<file path="src/rtl/yaklasik_pkg.sv">
// Shared types and constants for the approximate memoizing divider.
// Cache entry layout, LSB first: kalan | bolum | etiket_b | etiket_a.
package yaklasik_pkg;

   localparam int N_VARSAYILAN        = 32;
   localparam int ETIKET_VARSAYILAN   = 4;
   localparam int DERINLIK_VARSAYILAN = 8;

   typedef enum logic [1:0] {
      BOSTA = 2'd0,
      ARA   = 2'd1,
      BOL   = 2'd2,
      YAZ   = 2'd3
   } durum_t;

   localparam int KALAN_LSB = 0;

   function automatic int bolum_lsb(input int n);
      return n;
   endfunction

   function automatic int etiket_b_lsb(input int n);
      return 2 * n;
   endfunction

   function automatic int etiket_a_lsb(input int n, input int e);
      return 2 * n + e;
   endfunction

   function automatic int giris_genislik(input int n, input int e);
      return 2 * n + 2 * e;
   endfunction

endpackage

</file>
<file path="src/rtl/yaklasik_bellek.sv">
// Result cache: tag/data array, valid bits, round-robin write pointer.
// Lookup is combinational; the lowest matching index wins.
module yaklasik_bellek
   import yaklasik_pkg::*;
#(
   parameter int N        = N_VARSAYILAN,
   parameter int ETIKET   = ETIKET_VARSAYILAN,
   parameter int DERINLIK = DERINLIK_VARSAYILAN
) (
   input  logic              clk,
   input  logic              rst_n,
   input  logic [ETIKET-1:0] ara_a,
   input  logic [ETIKET-1:0] ara_b,
   output logic              isabet,
   output logic [N-1:0]      oku_bolum,
   output logic [N-1:0]      oku_kalan,
   input  logic              yaz,
   input  logic [ETIKET-1:0] yaz_a,
   input  logic [ETIKET-1:0] yaz_b,
   input  logic [N-1:0]      yaz_bolum,
   input  logic [N-1:0]      yaz_kalan
);

   localparam int IW  = $clog2(DERINLIK);
   localparam int GEN = giris_genislik(N, ETIKET);
   localparam int BL  = bolum_lsb(N);
   localparam int EB  = etiket_b_lsb(N);
   localparam int EA  = etiket_a_lsb(N, ETIKET);

   logic [GEN-1:0]      giris [DERINLIK];
   logic [DERINLIK-1:0] gecerli_bit;
   logic [IW-1:0]       isaretci;
   logic [IW-1:0]       bulunan;

   // Scanning downward lets the lowest matching index overwrite the others.
   always_comb begin
      isabet  = 1'b0;
      bulunan = '0;
      for (int i = DERINLIK - 1; i >= 0; i--) begin
         if (gecerli_bit[i] && giris[i][EA +: ETIKET] == ara_a &&
             giris[i][EB +: ETIKET] == ara_b) begin
            isabet  = 1'b1;
            bulunan = IW'(i);
         end
      end
   end

   assign oku_bolum = giris[bulunan][BL +: N];
   assign oku_kalan = giris[bulunan][KALAN_LSB +: N];

   always_ff @(posedge clk or negedge rst_n) begin
      if (!rst_n) begin
         gecerli_bit <= '0;
         isaretci    <= '0;
      end else if (yaz) begin
         gecerli_bit[isaretci] <= 1'b1;
         isaretci              <= isaretci + 1'b1;
      end
   end

   always_ff @(posedge clk) begin
      if (yaz) giris[isaretci] <= {yaz_a, yaz_b, yaz_bolum, yaz_kalan};
   end

endmodule

</file>
<file path="src/rtl/yaklasik_bolme.sv">
// Approximate memoizing divider: restoring N-bit divider behind a tag cache.
//   state | meaning
//   BOSTA | idle, waiting for basla
//   ARA   | zero-divisor / cache check; hit results staged one cycle
//   BOL   | one restoring iteration per cycle, MSB first
//   YAZ   | record result in cache, present outputs
module yaklasik_bolme
   import yaklasik_pkg::*;
#(
   parameter int N        = N_VARSAYILAN,
   parameter int ETIKET   = ETIKET_VARSAYILAN,
   parameter int DERINLIK = DERINLIK_VARSAYILAN
) (
   input  logic         clk,
   input  logic         rst_n,
   input  logic         basla,
   input  logic [N-1:0] bolunen,
   input  logic [N-1:0] bolen,
   output logic [N-1:0] bolum,
   output logic [N-1:0] kalan,
   output logic         gecerli,
   output logic         mesgul,
   output logic         isabet,
   output logic         sifira_bolme
);

   localparam int SW = $clog2(N);

   durum_t         durum;
   logic [N-1:0]   bolunen_r;
   logic [N-1:0]   bolen_r;
   logic [N-1:0]   q_r;
   logic [N-1:0]   r_r;
   logic [SW-1:0]  sayac;
   logic           ara_bekle;
   logic           st_isabet;
   logic           st_sifir;
   logic [N:0]     kaydir;
   logic [N:0]     fark;
   logic           bellek_isabet;
   logic [N-1:0]   bellek_bolum;
   logic [N-1:0]   bellek_kalan;

   // A borrow out of the N+1-bit subtraction means the divisor did not fit.
   assign kaydir = {r_r, q_r[N-1]};
   assign fark   = kaydir - {1'b0, bolen_r};

   yaklasik_bellek #(
      .N        (N),
      .ETIKET   (ETIKET),
      .DERINLIK (DERINLIK)
   ) u_bellek (
      .clk       (clk),
      .rst_n     (rst_n),
      .ara_a     (bolunen_r[N-1 -: ETIKET]),
      .ara_b     (bolen_r[N-1 -: ETIKET]),
      .isabet    (bellek_isabet),
      .oku_bolum (bellek_bolum),
      .oku_kalan (bellek_kalan),
      .yaz       (durum == YAZ),
      .yaz_a     (bolunen_r[N-1 -: ETIKET]),
      .yaz_b     (bolen_r[N-1 -: ETIKET]),
      .yaz_bolum (q_r),
      .yaz_kalan (r_r)
   );

   always_ff @(posedge clk or negedge rst_n) begin
      if (!rst_n) begin
         durum        <= BOSTA;
         bolunen_r    <= '0;
         bolen_r      <= '0;
         q_r          <= '0;
         r_r          <= '0;
         sayac        <= '0;
         ara_bekle    <= 1'b0;
         st_isabet    <= 1'b0;
         st_sifir     <= 1'b0;
         bolum        <= '0;
         kalan        <= '0;
         gecerli      <= 1'b0;
         mesgul       <= 1'b0;
         isabet       <= 1'b0;
         sifira_bolme <= 1'b0;
      end else begin
         gecerli <= 1'b0;
         case (durum)
            BOSTA: begin
               if (basla) begin
                  bolunen_r <= bolunen;
                  bolen_r   <= bolen;
                  mesgul    <= 1'b1;
                  durum     <= ARA;
               end
            end
            ARA: begin
               if (ara_bekle) begin
                  bolum        <= q_r;
                  kalan        <= r_r;
                  isabet       <= st_isabet;
                  sifira_bolme <= st_sifir;
                  gecerli      <= 1'b1;
                  mesgul       <= 1'b0;
                  ara_bekle    <= 1'b0;
                  durum        <= BOSTA;
               end else if (bolen_r == '0) begin
                  q_r       <= '1;
                  r_r       <= bolunen_r;
                  st_isabet <= 1'b0;
                  st_sifir  <= 1'b1;
                  ara_bekle <= 1'b1;
               end else if (bellek_isabet) begin
                  q_r       <= bellek_bolum;
                  r_r       <= bellek_kalan;
                  st_isabet <= 1'b1;
                  st_sifir  <= 1'b0;
                  ara_bekle <= 1'b1;
               end else begin
                  q_r   <= bolunen_r;
                  r_r   <= '0;
                  sayac <= SW'(N - 1);
                  durum <= BOL;
               end
            end
            BOL: begin
               q_r <= {q_r[N-2:0], ~fark[N]};
               r_r <= fark[N] ? kaydir[N-1:0] : fark[N-1:0];
               if (sayac == '0) durum <= YAZ;
               else             sayac <= sayac - 1'b1;
            end
            YAZ: begin
               bolum        <= q_r;
               kalan        <= r_r;
               isabet       <= 1'b0;
               sifira_bolme <= 1'b0;
               gecerli      <= 1'b1;
               mesgul       <= 1'b0;
               durum        <= BOSTA;
            end
            default: durum <= BOSTA;
         endcase
      end
   end

endmodule

</file>
<file path="config.mk">
export PLATFORM = sky130hd
export DESIGN_NAME = yaklasik_bolme
export DESIGN_NICKNAME = d
export VERILOG_FILES = /design/src/rtl/yaklasik_pkg.sv /design/src/rtl/yaklasik_bellek.sv /design/src/rtl/yaklasik_bolme.sv
export SDC_FILE = /design/constraint.sdc
export NUM_CORES = 1
export LEC_CHECK = 0
export CAP_MARGIN = 20
export CORE_ASPECT_RATIO = 0.6
export CORE_MARGIN = 2
export CORE_UTILIZATION = 50
export DETAILED_ROUTE_END_ITERATION = 7
export PLACE_DENSITY = 0.77
export SLEW_MARGIN = 20
export SYNTH_ARGS = -nofsm -noshare
export SYNTH_HDL_FRONTEND = slang
export SYNTH_SLANG_ARGS = --single-unit
</file>
<file path="constraint.sdc">
create_clock -name clk -period 7.6 [get_ports clk]
set_clock_uncertainty 0.1 [all_clocks]
set_input_delay 0.76 -clock clk [delete_from_list [all_inputs] [get_ports clk]]
set_output_delay 0.76 -clock clk [all_outputs]
set_load 0.02 [all_outputs]
</file>
# [Word level (Yosys, flattened, before mapping)]
# Memory sizes are Yosys's and may differ from the RTL's.
# Cells that the tools add are included.
[word_totals] word_cells=145 output_inout_bits=68 ramBits=576 reg_bits=217 mem_count=1 inputBits=67
[classes] muxes=60 n_reduce_logical=31 order_cmp=2 eq_ne=28 addsub=3 n_bitwise=3
[mem_list] name="u_bellek.giris" depth=8 word_bits=72 rd=9 rd_ports_with_merged_regs=0 write_ports=1 line="yaklasik_bellek.sv:30" rtl="logic [GEN-1:0] giris [DERINLIK];"
[op_table] operator="$mux W32" n=9
[op_table] operator="$pmux W32 S2" n=4
[op_table] operator="$eq A4 B4 Y1" n=16
[op_table] operator="$sub A33 B32 Y33" n=1
[op_table] operator="$logic_not A32 Y1" n=1
[op_table] operator="$mux W3" n=8
[op_table] operator="$mux W1" n=23
[op_table] operator="$mux W5" n=4
[op_table] operator="$logic_and A1 B1 Y1" n=17
[op_table] operator="$ne A2 B2 Y1 const B" n=7
[op_table] operator="$mux W2" n=5
[op_table] operator="$pmux W5 S2" n=1
[op_table] operator="$or A8 B8 Y8" n=1
[op_table] operator="$pmux W2 S4" n=1
[op_table] operator="$ne A3 B3 Y1 const B" n=2
[op_table] operator="$pmux W1 S2" n=3
[op_table] operator="$reduce_and A2 Y1" n=3
[op_table] operator="$reduce_and A3 Y1" n=2
[op_table] operator="$reduce_bool A2 Y1" n=3
[op_table] operator="$logic_not A5 Y1" n=1
[op_table] operator="$reduce_and A5 Y1" n=1
[op_table] operator="$sub A5 B1 Y5 const B" n=1
[op_table] operator="$eq A2 B2 Y1 const B" n=2
[op_table] operator="$lt A3 B4 Y1 const B" n=1
[op_table] operator="9 further kinds" n=10

# [Longest topological paths before layout]
# An unclocked memory read counts as a cell.
[depth] depth_word=16 mapped_depth=14 ltp_nobuf=13

# [By module]
# From an unflattened synthesis, not the netlist that was laid out.
[unflattened] cells_unflattened=2510 hier_area_um2=34725.8
[modules_own_cells] module="yaklasik_bellek" cells_each=1362 area_per_inst_um2=23490.0 instances=1
[modules_own_cells] module="yaklasik_bolme" cells_each=1148 area_per_inst_um2=11235.8 instances=1

# [Least setup slack after synthesis]
# No wires, ideal clock.
[synth_path] path_kind="flip-flop to flip-flop" startpoint="reg durum[0]" endpoint="reg u_bellek.gecerli_bit[0]" synth_period_minus_slack_ps=6731 setup_slack_ps=869 setup_time_ps=95 path_stages_with_launch=6 arrival_time_ps=6535 path_cell_list="dfrtp_1 clkbuf_1 nand2_1 or2_2 nor3_1 or2_2"
[synth_between] elab_chain_len=1
[synth_rtl] item="start: declaration" line="yaklasik_bolme.sv:29" rtl="durum_t durum;"
[synth_rtl] item="start signal: assignment" line="yaklasik_bolme.sv:69" rtl="durum <= BOSTA;"
[synth_rtl] item="start signal: assignment" line="yaklasik_bolme.sv:92" rtl="durum <= ARA;"
[synth_rtl] item="start signal: assignment" line="yaklasik_bolme.sv:104" rtl="durum <= BOSTA;"
[synth_rtl] item="$eq A2 B2 Y1" line="yaklasik_bolme.sv:60" rtl=".yaz (durum == YAZ),"
[synth_rtl] item="end signal: assignment" line="yaklasik_bellek.sv:53" rtl="gecerli_bit <= '0;"
[synth_rtl] item="end signal: indexed assignment" line="yaklasik_bellek.sv:56" rtl="gecerli_bit[isaretci] <= 1'b1;"
[synth_rtl] item="end: declaration" line="yaklasik_bellek.sv:31" rtl="logic [DERINLIK-1:0] gecerli_bit;"
# No other way between the ends.
# A chain may end at the register's enable or synchronous reset.

# [Worst setup path after layout]
[layout_path] startpoint="reg q_r[31]" endpoint="reg r_r[2]"
[layout_between] elab_chain_len=3
[layout_rtl] item="start: declaration" line="yaklasik_bolme.sv:32" rtl="logic [N-1:0] q_r;"
[layout_rtl] item="start signal: assignment" line="yaklasik_bolme.sv:112" rtl="q_r <= bellek_bolum;"
[layout_rtl] item="start signal: assignment" line="yaklasik_bolme.sv:118" rtl="q_r <= bolunen_r;"
[layout_rtl] item="start signal: assignment" line="yaklasik_bolme.sv:125" rtl="q_r <= {q_r[N-2:0], ~fark[N]};"
[layout_rtl] item="$sub A33 B32 Y33" line="yaklasik_bolme.sv:46" rtl="assign fark = kaydir - {1'b0, bolen_r};"
[layout_rtl] item="$mux W32" line="yaklasik_bolme.sv:126" rtl="r_r <= fark[N] ? kaydir[N-1:0] : fark[N-1:0];"
[layout_rtl] item="$pmux W32 S2" line="yaklasik_bolme.sv:86" rtl="case (durum)"
[layout_rtl] item="end signal: assignment" line="yaklasik_bolme.sv:107" rtl="r_r <= bolunen_r;"
[layout_rtl] item="end signal: assignment" line="yaklasik_bolme.sv:113" rtl="r_r <= bellek_kalan;"
[layout_rtl] item="end signal: assignment" line="yaklasik_bolme.sv:126"
[layout_rtl] item="end: declaration" line="yaklasik_bolme.sv:33" rtl="logic [N-1:0] r_r;"
# No other way between the ends.

==> summary.txt <==
Critical path
  • Crit path launch type: register
  • Critical Path RT: 7960 ps
  • Cell mode on critical path: o21ai_0
  • Crit. End Element: register
  • RR Endpoint: r_r[2]$_DFFE_PN0P_
  • Slowest-stage cell, CP: buf_4
  • Critical-path cell list: inv_1 -> ha_1 -> fa_1 -> nor2b_1 -> o2111ai_1 -> a31oi_1 -> o211ai_1 -> and4_1 -> nand2b_1 -> o311ai_4 -> buf_4 -> o21ai_0 -> o21ai_0 -> a32oi_1
  • Max FO, Critical Path: 47
  • Worst setup path class: register to register
  • Critical path buffers and inverters: 2
  • R2R cell count: 14
  • Worst EP arrival: 5150 ps
  • Worst reg2reg path startpoint: q_r[31]$_DFFE_PN0P_
  • R2R setup slack: 2810 ps
  • CP max stage delay: 590 ps
  • Delay-heaviest family, CP: compound AO/OA/AOI/OAI gates

STA
  • Slew headroom: 0.2486
  • Final setup TNS: 0 ps
  • Fin. max-slew vios: 0
  • Period utilization: 0.6303
  • Setup-failing EPs final: 0
  • Highest clock rate: 208.8 MHz
  • Hold Vio Cnt, Final: 0
  • Final critical-path setup slack: 2810 ps
  • Worst-Margin Slew: 1127 ps
  • Fin crit period: 4790 ps
  • RSZ-0062 raised after global routing: no

Synthesis
  • Largest family of logic cells by synthesized area: compound AO/OA/AOI/OAI gates
  • Syn Nets: 2761
  • Number of library cell types mapped by synthesis: 67
  • Post-synthesis mux area share: 0.04100
  • Number of flops mapped to enable cells by yosys: 576
  • Adder-Cell Fraction of Synth Area: 0.01346
  • Yosys Warn Count: 0
  • Post-Synthesis Cells: 2658
  • Sequential area share after synthesis: 0.6679
  • Synth Area in Compound Gates: 0.1126
  • Netlist Area Pre-Place: 34030 um^2
  • Synth Register Bits: 793
  • Synth Area per Inst: 12.80 um^2
  • Async S/R FF share, synth: 0.2736
  • Synth Flop Type: edfxtp_1
  • Post-Synth Simple-Gate Area: 0.1119
  • XOR/XNOR share of the synthesized area: 0.02394

Clocking
  • Clk slew on worst S/H paths: 60 ps
  • CTS Hold Bufs: 0
  • Clock sink count: 793
  • Setup bufs post-CTS: 0
  • Clock Latency Late Sink: 630 ps
  • Post-CTS Resized: 0
  • TritonCTS buffer count: 73
  • Max clock buf depth: 3
  • CTS tree: built
  • Htree depth: 3
  • Root cell of the clock tree: clkbuf_16

Power
  • Final Power: 15.95 mW
  • Switching part of the total power: 0.3598
  • Pint: 10.21 mW
  • Combinational share of power: 0.323
  • Switching pwr: 5.739 mW
  • Peak supply drop: 0.3603 mV
  • Seq pwr share: 0.439
  • Pwr dens: 412.5 nW/um^2
  • Leak: 13.56 nW
  • Clock group share of total power: 0.238

Floorplan
  • Floorplan row count: 74
  • Die extent in x: 340.8 um
  • Placeable Area: 67680 um^2
  • DIE HEIGHT: 206.1 um
  • Num ports: 135
  • Starting Density: 0.5028
  • Die area: 70230 um^2

Layout
  • Finished layout cell area: 38670 um^2
  • Fill cells: 5217
  • Most common cell after layout, fill and taps aside: edfxtp_1
  • Number of inserted diodes: 0
  • Layout Area Growth over Synthesis: 13.63%
  • Most frequent cells in the layout: 576 x edfxtp_1, 489 x nand2_1, 217 x dfrtp_1
  • Final-stage net count: 2835
  • Core Util, Final: 0.5713
  • Layout cells sized above 1: 0.1032

Route
  • Routed len/inst: 24.22 um
  • Post-DRT Antenna Nets: 0
  • Drt initial violations: 3154
  • TritonRoute pass-1 iters: 6
  • Residual DRC: 0
  • WL final: 89720 um
  • Vias: 23030
  • DR vias/cell: 6.218

GRT
  • Initial antenna violation count: 2
  • Total grt overflow: 0
  • Total track usage: 0.2555
  • Vias in the first global route: 22540
  • First-pass GRT wire length: 136300 um
  • Largest net degree at the start of global routing: 172

Placed design
  • HPWL Detailed: 51520 um
  • Port bufs: 134
  • Dpl cell area: 36180 um^2
  • Pre-CTS setup slack: 3043 ps
  • RePlAce Congestion: 0.8779

Status
  • Status: finished, final reports clean

Job
  • Count of maximum capacitance violations: 0

Min path
  • Min-Delay Path Class: input pin to async pin
kinds of logic after synthesis:
| family | Yosys count |
|---|---|
| adder cells (fa/ha/maj) | 36 |
| XOR/XNOR | 93 |
| AND/OR/NAND/NOR | 834 |
| flip-flops | 793 |
| AO/OA/AOI/OAI | 557 |
| multiplexers | 127 |
| buffers and inverters | 218 |
Yosys cell counts (all sizes together) (9+ instances only):
library cell / count / area share
a2111oi: 19 / 0.0049
a211oi: 79 / 0.017
a21o: 15 / 0.0033
a21oi: 90 / 0.013
a311oi: 76 / 0.020
a31oi: 17 / 0.0031
a32oi: 29 / 0.0075
and2: 77 / 0.014
buf: 53 / 0.011
clkbuf: 118 / 0.013
dfrtp: 217 / 0.16
edfxtp: 576 / 0.51
ha: 35 / 0.013
inv: 47 / 0.0052
mux2: 99 / 0.033
mux2i: 28 / 0.0082
nand2: 489 / 0.054
nand2b: 16 / 0.0029
nand3: 95 / 0.014
nand3b: 27 / 0.0060
nand4: 19 / 0.0035
nor2: 42 / 0.0046
nor2b: 9 / 0.0017
nor3: 21 / 0.0031
nor4: 10 / 0.0018
o211ai: 28 / 0.0062
o21ai: 132 / 0.019
o31ai: 23 / 0.0051
or2: 14 / 0.0026
xnor2: 74 / 0.019
xor2: 19 / 0.0049
sequential cells by signal, summed over array words and instances (netlist names), named ones only:
name                  cells
u_bellek.gecerli_bit      8
mesgul                    1
bolum                    32
isabet                    1
st_isabet                 1
u_bellek.giris          576
durum                     1
bolen_r                  32
r_r                      32
sifira_bolme              1
st_sifir                  1
ara_bekle                 1
bolunen_r                32
gecerli                   1
q_r                      32
sayac                     5
kalan                    32
u_bellek.isaretci         3
power groups by stage:
| stage | Clock (mW) | Sequential [mW] | Combinational [mW] |
|---|---|---|---|
| after floorplan | 0 | 6.76 | 3.43 |
| after global placement | 0 | 6.99 | 4.89 |
| after detailed placement | 0 | 7.06 | 5.04 |
| after CTS | 3.82 | 6.98 | 5.09 |
| after global routing | 3.99 | 7.12 | 5.60 |
| final | 3.79 | 7.00 | 5.16 |
worst max-delay path by stage:
stage	cells after the start	start	slack (ps)	to
floorplan	5	durum[0]$_DFFE_PN0P_	870	u_bellek.gecerli_bit[0]$_DFFE_PN0P_
global placement	14	q_r[31]$_DFFE_PN0P_	3130	r_r[2]$_DFFE_PN0P_
detailed placement	10	bolen_r[28]$_DFFE_PN0P_	3040	q_r[16]$_DFFE_PN0P_
CTS	14	q_r[31]$_DFFE_PN0P_	2970	r_r[2]$_DFFE_PN0P_
global route	14	q_r[31]$_DFFE_PN0P_	2550	r_r[2]$_DFFE_PN0P_
finish	14	q_r[31]$_DFFE_PN0P_	2810	r_r[2]$_DFFE_PN0P_
routing by layer:
metal	wire, um	share of wire	vias to the layer above	GRT usage
met3	8996	0.10	200	0.04663
met1	37150	0.41	11470	0.3681
met2	41010	0.46	1331	0.3982
met4	2561	0.029	0	0.07678
met5	0	0	-	0
li1	-	-	10040	-
through the flow:
| stage | cells | hold slack (ps) |
|---|---|---|
| 2_1_floorplan | 2658 | 339.2 |
| 3_3_place_gp | 3567 | 353.8 |
| 3_5_place_dp | 3568 | 364.9 |
| 4_1_cts | 3703 | 68.70 |
| 5_1_grt | 3704 | 95.29 |
| 6_report | 3704 | 45.12 |
final cells by class:
type / count / area, um^2 / area share
Clock buffer: 103 / 2125 / 0.05495
Clock inverter: 32 / 336.6 / 0.008705
Inverter: 47 / 176.4 / 0.004563
Multi-Input combinational cell: 1647 / 10440 / 0.2700
Sequential cell: 793 / 22730 / 0.5878
Tap cell: 912 / 1141 / 0.02951
Timing Repair Buffer: 170 / 1719 / 0.04446
Power figures use the tool's default switching activity.
